File: config.mk
export PLATFORM = sky130hd
export DESIGN_NAME = mul4su_rr_arbiter
export DESIGN_NICKNAME = d
export VERILOG_FILES = /design/src/rtl/mul4su_rr_arbiter_pkg.sv /design/src/rtl/mul4su_rr_arbiter_core.sv /design/src/rtl/mul4su_rr_arbiter_pick.sv /design/src/rtl/mul4su_rr_arbiter.sv
export SDC_FILE = /design/constraint.sdc
export NUM_CORES = 1
export LEC_CHECK = 0
export ABC_AREA = 1
export ABC_CLOCK_PERIOD_IN_PS = 5070
export BUFFER_PORTS_ARGS = -buffer_cell sky130_fd_sc_hd__buf_2
export CAP_MARGIN = 25
export CELL_PAD_IN_SITES_DETAIL_PLACEMENT = 1
export CELL_PAD_IN_SITES_GLOBAL_PLACEMENT = 2
export CORE_ASPECT_RATIO = 0.5
export CORE_MARGIN = 2
export CORE_UTILIZATION = 30
export CTS_CLUSTER_SIZE = 12
export DETAILED_ROUTE_END_ITERATION = 10
export PLACE_DENSITY_LB_ADDON = 0.1
export SLEW_MARGIN = 20
export SYNTH_ARGS = -nofsm -noshare
export SYNTH_HDL_FRONTEND = slang
export SYNTH_HIERARCHICAL = 1
export SYNTH_SLANG_ARGS = --single-unit
File: constraint.sdc
create_clock -name clk -period 5.07 [get_ports clk]
set_input_delay 0.7605 -clock clk [delete_from_list [all_inputs] [get_ports clk]]
set_output_delay 0.7605 -clock clk [all_outputs]
set_load 0.03 [all_outputs]
File: src/rtl/mul4su_rr_arbiter_pkg.sv
// Shared widths and transaction records for the round-robin shared-multiplier scheduler.
// The ID field is sized for the largest legal requester count (8).
package mul_arb_pkg;
  localparam int OP_W     = 4;
  localparam int PROD_W   = 8;
  localparam int MAX_ID_W = 3;

  typedef struct packed {
    logic signed [OP_W-1:0] s;
    logic [OP_W-1:0]        u;
    logic [MAX_ID_W-1:0]    id;
  } mul_req_t;

  typedef struct packed {
    logic [PROD_W-1:0]   data;
    logic [MAX_ID_W-1:0] id;
  } mul_res_t;
endpackage

File: src/rtl/mul4su_rr_arbiter_core.sv
// Exact 4x4 signed-by-unsigned multiplier, 8-bit two's-complement product.
// Purely combinational; product range -120..105 always fits.
module mul4su_core
  import mul_arb_pkg::*;
(
  input  logic signed [OP_W-1:0] i_s,
  input  logic [OP_W-1:0]        i_u,
  output logic [PROD_W-1:0]      o_p
);
  logic signed [PROD_W-1:0] w_s_ext;
  logic signed [PROD_W-1:0] w_u_ext;

  assign w_s_ext = {{(PROD_W-OP_W){i_s[OP_W-1]}}, i_s};
  assign w_u_ext = {{(PROD_W-OP_W){1'b0}}, i_u};
  assign o_p     = w_s_ext * w_u_ext;
endmodule

File: src/rtl/mul4su_rr_arbiter_pick.sv
// Combinational round-robin picker: first valid index scanning ptr, ptr+1, ... wrapping at N_REQ.
// Zero latency; no state, no backpressure of its own.
module rr_pick #(
  parameter int N_REQ = 4,
  parameter int ID_W  = $clog2(N_REQ)
) (
  input  logic [N_REQ-1:0] req_valid,
  input  logic [ID_W-1:0]  ptr,
  output logic             grant_vld,
  output logic [ID_W-1:0]  grant_idx
);
  logic [ID_W:0] w_sum;

  always_comb begin
    grant_vld = 1'b0;
    grant_idx = '0;
    w_sum     = '0;
    for (int k = 0; k < N_REQ; k++) begin
      // Modular add kept one bit wider so non-power-of-two N_REQ wraps correctly.
      w_sum = {1'b0, ptr} + (ID_W+1)'(k);
      if (w_sum >= (ID_W+1)'(N_REQ)) w_sum = w_sum - (ID_W+1)'(N_REQ);
      if (!grant_vld && req_valid[w_sum[ID_W-1:0]]) begin
        grant_vld = 1'b1;
        grant_idx = w_sum[ID_W-1:0];
      end
    end
  end
endmodule

File: src/rtl/mul4su_rr_arbiter.sv
// Round-robin share of one 4x4 s*u multiplier; grant -> stage A -> stage B, result 2 cycles after handshake.
// Holds at most two requests in flight; req_ready drops once both stages are full and res_ready is low.
module mul4su_rr_arbiter
  import mul_arb_pkg::*;
#(
  parameter int N_REQ = 4,
  parameter int ID_W  = $clog2(N_REQ)
) (
  input  logic                   clk,
  input  logic                   rst,
  input  logic [N_REQ-1:0]       req_valid,
  input  logic [N_REQ*OP_W-1:0]  req_s,
  input  logic [N_REQ*OP_W-1:0]  req_u,
  output logic [N_REQ-1:0]       req_ready,
  output logic                   res_valid,
  output logic [PROD_W-1:0]      res_data,
  output logic [ID_W-1:0]        res_id,
  input  logic                   res_ready
);
  mul_req_t          r_a;
  logic              r_a_valid;
  logic [ID_W-1:0]   r_ptr;
  mul_res_t          r_res;
  logic              r_res_valid;

  logic              w_b_free;
  logic              w_a_free;
  logic              w_a_to_b;
  logic              w_grant_vld;
  logic [ID_W-1:0]   w_grant_idx;
  logic              w_grant;
  logic [ID_W-1:0]   w_ptr_nxt;
  logic [OP_W-1:0]   w_sel_s;
  logic [OP_W-1:0]   w_sel_u;
  logic [PROD_W-1:0] w_prod;

  rr_pick #(.N_REQ(N_REQ), .ID_W(ID_W)) u_pick (
    .req_valid (req_valid),
    .ptr       (r_ptr),
    .grant_vld (w_grant_vld),
    .grant_idx (w_grant_idx)
  );

  mul4su_core u_core (
    .i_s (r_a.s),
    .i_u (r_a.u),
    .o_p (w_prod)
  );

  assign w_b_free  = !r_res_valid || res_ready;
  assign w_a_free  = !r_a_valid || w_b_free;
  assign w_a_to_b  = r_a_valid && w_b_free;
  // Reset masks the grant so no handshake can complete while state is being cleared.
  assign w_grant   = w_grant_vld && w_a_free && !rst;
  assign w_ptr_nxt = (w_grant_idx == ID_W'(N_REQ-1)) ? '0 : w_grant_idx + ID_W'(1);
  assign w_sel_s   = req_s[{w_grant_idx, 2'b00} +: OP_W];
  assign w_sel_u   = req_u[{w_grant_idx, 2'b00} +: OP_W];

  always_comb begin
    req_ready = '0;
    if (w_grant) req_ready[w_grant_idx] = 1'b1;
  end

  always_ff @(posedge clk) begin
    if (rst) begin
      r_a_valid   <= 1'b0;
      r_a         <= '0;
      r_ptr       <= '0;
      r_res_valid <= 1'b0;
      r_res       <= '0;
    end else begin
      if (w_grant) begin
        r_a_valid <= 1'b1;
        r_a.s     <= w_sel_s;
        r_a.u     <= w_sel_u;
        r_a.id    <= MAX_ID_W'(w_grant_idx);
        r_ptr     <= w_ptr_nxt;
      end else if (w_a_to_b) begin
        r_a_valid <= 1'b0;
      end

      if (w_a_to_b) begin
        r_res_valid <= 1'b1;
        r_res.data  <= w_prod;
        r_res.id    <= r_a.id;
      end else if (res_ready) begin
        r_res_valid <= 1'b0;
      end
    end
  end

  assign res_valid = r_res_valid;
  assign res_data  = r_res.data;
  assign res_id    = ID_W'(r_res.id);
endmodule
==> impl_results.md, run 1 <==
- Synth-to-Final Area Change: 17.5%
- Syn Std Cell Area: 2330 sq um
- Critical path type: reg -> out
- Count leader, synth: nand2_1
- RSZ-0062 raised after global routing: no
- Register area share after synthesis: 20.6%
- FMAX: 0.265 GHz
- Gpl congestion: 0.752
- Final setup fails: 0
- Largest area contributor in the netlist: dfxtp_1
- Pins over their slew limit: 0
- Post-place setup slack: 1.40 ns
- Nature of the critical path endpoint: primary output
- 1st-iter DRT viols: 45
- Die Y: 66.3 um
- FF-to-FF Start: r_a[10]
- Mapped Cells: 375
- Post-CTS Setup Bufs: 0
- Worst-path clk slew: 0.06 ns
- Nets: 486
- Hold path startpoint: res_data[4]
- Outcome: complete, no violations
- Max_cap viols: 0
- Crit-path max FO: 21
- Hold Path Cell Cnt: 2
- Vias/cell: 4.34
- CTS root buf: clkbuf_16
- Diode count: 0
- Final TNS setup: 0 ns
- Die W: 129 um
- Worst setup SP type: flip-flop
- Post-DP HPWL: 4850 um
- FILL cells: 1010
- Post-synth net total: 438
- Total gr overflow: 0
- Commonest cells post-synth: nand2_1, inv_1, nor2_1, dfxtp_1
- Power Total: 0.00175 W
- Slowest CP cell: dfxtp_1
- Lkg Pwr: 1.66 nW
- Primary FF master, synth: dfxtp_1
- Critical path data required time: 4.31 ns
- Total CTS buffers: 3
- Top post-synthesis cells by area: dfxtp_1, nand2_1, inv_1
- # IOs: 54
- Number of synthesized flops with an enable pin: 0
- Core ar.: 7430 sq um
- Library cells used by synthesis: 31
- Initial antenna violation count: 0
- Worst stage delay on the critical path: 0.67 ns
- Yosys reg bits: 24
- Final Cycle Share: 74.4%
- Setup WS post-layout: 1.30 ns
- FP Rows: 22
- Via count: 2246
- Largest net degree at the start of global routing: 26
- DIE AREA: 8520 sq um
- # port buffers: 53
- Worst vdd ir: 181 uV
- Pwr per Cell Area: 639 nW/um^2
- Antenna-violating nets left: 0
- Fin crit period: 3.77 ns
- R2r endpoint: res_data[7]
- Reg2Reg Depth: 15
- Routed wire per std cell: 11.5 um
- Sink Count: 24
- First-pass GRT wire length: 10300 um
- CTS tree: yes
- # DRC: 0
- Max H-tree Level: 1
- Syn avg cell area: 6.21 sq um
- Share of cells above drive strength 1: 24.4%
- Crit path cell chain: inv_2 -> nand2_1 -> nand2_2 -> nand2_2 -> nand2_2 -> nor2_4 -> nand3_2 -> nand2_1 -> nand2_1 -> inv_1 -> inv_6 -> ha_1 -> inv_1 -> nor2_1 -> buf_2
- Max_slew headroom: 50.3%
- Ys Warns: 6
- Post-CTS sizing: 0
- Hold Path End: res_data[4]
- CTS Buffer Depth: 2
- Placed Area: 2630 sq um
- Starting Density: 31.3%
- Internal reg-to-reg setup slack: 1.42 ns
- Final Skew: 0.00416 ns
- Final hold violations: 0
- Async SR Flop Fraction: 0%
- Post-CTS Hold Buffers: 0
- Cell area after layout: 2740 sq um
- Yosys top cell area share: 20.6%
- Hold slack: 0.475 ns
- Clock Latency Late Sink: 0.26 ns
- Worst slew pin tran: 0.745 ns
- Crit path DAT: 3.01 ns
- Hold Crit Class: reg -> reg
- Total GRT Usage: 15.1%
- Number of global-route vias before repair: 2308
- Final wirelength: 5940 um
- TritonRoute pass-1 iters: 4
==> worst max path at each step <==
stage	from	endpoint	slack, ns	depth (start not counted)
4_1_cts	r_ptr[0]	req_ready[2]	1.22	15
3_3_place_gp	r_a[10]	res_data[7]	1.56	15
2_1_floorplan	r_a[10]	res_data[7]	1.65	15
5_1_grt	r_ptr[0]	req_ready[2]	0.97	15
6_report	r_ptr[0]	req_ready[2]	1.30	15
3_5_place_dp	r_a[10]	res_data[7]	1.40	15
==> power by group <==
| part | internal [W] | switching [W] |
|---|---|---|
| combinational | 0.000396 | 0.000793 |
| clock | 0.000157 | 0.0000694 |
| sequential | 0.000258 | 0.0000756 |
| total | 0.000811 | 0.000938 |
==> flip-flops by register name (all words and copies together), names as in the netlist <==
register,flops
r_a,10
res_data,8
r_ptr,2
res_id,2
r_a_valid,1
res_valid,1
==> final cells by class <==
cell class | instances | area [sq um] | share of cell area [%]
Multi-Input combinational cell | 257 | 1440 | 52.7
Sequential cell | 24 | 480 | 17.6
Inverter | 84 | 323 | 11.8
Timing Repair Buffer | 53 | 265 | 9.69
Tap cell | 96 | 120 | 4.39
Clock buffer | 3 | 75.1 | 2.74
Clock inverter | 1 | 30.0 | 1.10
==> logic make-up after synthesis <==
family | Yosys count | share of synthesized area, %
compound gates | 16 | 3.44
xor+xnor | 1 | 0.376
fa+ha+maj | 24 | 14.5
buf+inv | 94 | 17.4
flops | 24 | 20.6
simple gates | 216 | 43.6
==> cells in the final DEF (no fill, tap or decap), drive strengths merged <==
master	n
nand3	29
nand3b	1
nand2	127
or2	2
clkinv	1
a21oi	4
nor2	56
o21ai	12
fa	5
inv	83
clkbuf	3
bufinv	1
ha	19
buf	53
dfxtp	24
xnor2	1
nand4	1
==> worst max-delay path: cells and delay by family (launching register included) <==
kind | cells | cell delay (ns)
buffers and inverters | 5 | 1.14
adders and majority gates | 1 | 0.26
DFF | 1 | 0.67
and+or+nand+nor | 9 | 0.66
==> through the flow <==
step	util [%]	instances
finish	36.8	518
global route	36.8	518
CTS	36.8	518
detailed placement	35.4	514
global placement	35.4	514
floorplan	-	375
==> routing by layer <==
layer  track usage, %  share of wire, %  routed length [um]
met5                0                 0                   0
met4             3.67              0.93                  55
met3             2.02               2.6                 155
met2             26.6                44                2640
met1             19.7                52                3090
Note: power is estimated with default switching activity, not from simulation.
==> inputs of run 2 (changes only) <==
ABC_CLOCK_PERIOD_IN_PS = 3800   (was 5070)
CORE_UTILIZATION = 28   (was 30)
clock period = 3.8 ns   (was 5.07 ns; I/O delays follow)
==> impl_results.md, run 2 (same netlist as run 1, synthesis figures left out) <==
- Final Cycle Share: 93.4%
- First-pass GRT wire length: 10400 um (+1.3%)
- Nature of the critical path endpoint: flip-flop
- Worst vdd ir: 255 uV (+41%)
- Largest net degree at the start of global routing: 26 (unchanged)
- Die Y: 68.5 um (+3.3%)
- Lkg Pwr: 1.67 nW (+0.62%)
- Most common cell after layout, fill and taps aside: nand2_1
- FILL cells: 1060 (+5.0%)
- Max reg flops: 10 (unchanged)
- Clock Latency Late Sink: 0.26 ns (about the same)
- Largest Register: r_a
- Number of global-route vias before repair: 2277 (-1.3%)
- FP Rows: 23 (+4.5%)
- CTS root buf: clkbuf_16
- Final TNS setup: 0 ns (unchanged)
- Total gr overflow: 0 (unchanged)
- Final wirelength: 5990 um (+0.83%)
- Final Skew: 0.00583 ns (+0.00167 ns)
- CTS tree: yes
- Fin crit period: 3.55 ns
- Share of cells above drive strength 1: 25.0% (+0.59 points)
- Max H-tree Level: 1 (unchanged)
- Via count: 2236 (-0.45%)
- Pins over their slew limit: 0 (unchanged)
- Diode count: 0 (unchanged)
- RSZ-0062 raised after global routing: no
- Pwr per Cell Area: 851 nW/um^2 (+33%)
- Starting Density: 29.0% (-2.3 points)
- Nets: 488 (+0.41%)
- Most used cell, CP: fa_1
- Max_slew headroom: 56.4% (+6.1 points)
- # DRC: 0 (unchanged)
- Internal reg-to-reg setup slack: 0.25 ns (-1.17 ns)
- Crit path cell chain: inv_2 -> or2_1 -> fa_1 -> fa_1 -> inv_1 -> fa_1 -> ha_1 -> inv_1 -> fa_1 -> nor2_1 -> nor2_1 -> nand3_1 -> nand2_1 -> o21ai_0 -> nor2_1
- Crit path DAT: 3.70 ns (+0.69 ns)
- Total GRT Usage: 14.0% (-1.1 points)
- Routed wire per std cell: 11.2 um (-2.6%)
- Vias/cell: 4.17 (-3.8%)
- Gpl congestion: 0.773 (+2.7%)
- Post-CTS Setup Bufs: 0 (unchanged)
- DIE AREA: 9110 sq um (+6.8%)
- Worst stage delay on the critical path: 0.54 ns (-0.13 ns)
- Synth-to-Final Area Change: 19.1%
- Post-DP HPWL: 5040 um (+3.9%)
- 1st-iter DRT viols: 52 (+16%)
- Outcome: complete, no violations
- Placed Area: 2670 sq um (+1.3%)
- Total CTS buffers: 3 (unchanged)
- Critical path type: reg -> reg
- # port buffers: 53 (unchanged)
- Worst slew pin tran: 0.654 ns (-0.0913 ns)
- Commonest non-fill, non-tap cells in the layout: nand2_1, inv_1, nor2_1
- Crit-path max FO: 6 (-71%)
- Initial antenna violation count: 0 (unchanged)
- Worst-path clk slew: 0.07 ns (about the same)
- CTS Buffer Depth: 2 (unchanged)
- Worst setup SP type: flip-flop
- Slowest CP cell: fa_1
- TritonRoute pass-1 iters: 4 (unchanged)
- Critical path data required time: 3.95 ns (-0.36 ns)
- Hold Crit Class: reg -> reg
- FMAX: 0.282 GHz
- # IOs: 54 (unchanged)
- Max_cap viols: 0 (unchanged)
- Final hold violations: 0 (unchanged)
- Multi-input logic area: 1440 sq um (unchanged)
- Core ar.: 8030 sq um (+8.0%)
- Cell area after layout: 2770 sq um (+1.3%)
- Antenna-violating nets left: 0 (unchanged)
- Sink Count: 24 (unchanged)
- Register area: 482 sq um (+0.26%)
- Final setup fails: 0 (unchanged)
- Die W: 133 um (+3.4%)
==> run 2: critical path, delay by kind of cell (launching register included) <==
family | cells | cell delay, ns
flops | 1 | 0.40
simple gates | 6 | 0.58
fa+ha+maj | 5 | 2.12
compound gates | 1 | 0.15
buf+inv | 3 | 0.19
==> run 2: final cells by class <==
class	count	area share, %
multi-input combinational	257	52.0
sequential	24	17.4
inverter	84	11.6
timing repair buffer	55	10.1
tap	112	5.05
clock buffer	3	2.71
clock inverter	1	1.08
==> run 2: stage by stage <==
stage	hold slack (ns)	cells	power, W	setup WS, ns	util [%]
after global routing	0.498	536	0.00264	0.0577	34.5
final	0.481	536	0.00236	0.252	34.5
after CTS	0.489	536	0.00241	0.113	34.5
after floorplan	0.474	375	0.00177	0.379	-
after detailed placement	0.474	532	0.00209	0.132	33.2
after global placement	0.463	532	0.00205	0.261	33.2
==> run 2: routing by layer <==
metal  GRT usage (%)  vias to the layer above  wire length, um
met5               0                        -                0
met4            2.02                        0               17
met3            1.93                        2              183
met2            24.5                       30             2670
met1            19.0                     1006             3120
li1                -                     1198                -
==> run 2: timing repair <==
action,CTS,global route
gates resized for setup,0,1
hold buffers,0,0
endpoints found under the setup margin,0,1
==> run 2: where the power goes <==
group / internal (W) / total [W] / leakage (nW) / switching (W)
sequential: 0.000345 / 0.000433 / 0.200 / 0.0000883
combinational: 0.000540 / 0.00162 / 1.42 / 0.00108
clock: 0.000210 / 0.000306 / 0.0511 / 0.0000963
total: 0.00109 / 0.00236 / 1.67 / 0.00127
==> run 2: path summary, 6_finish.rpt <==
check	start	to	cells past startpoint
worst min register to register	res_data[4]	res_data[4]	2
worst max-delay path	r_a[10]	res_data[7]	15
worst max register to register	r_a[10]	res_data[7]	15
worst min-delay path	res_data[4]	res_data[4]	2
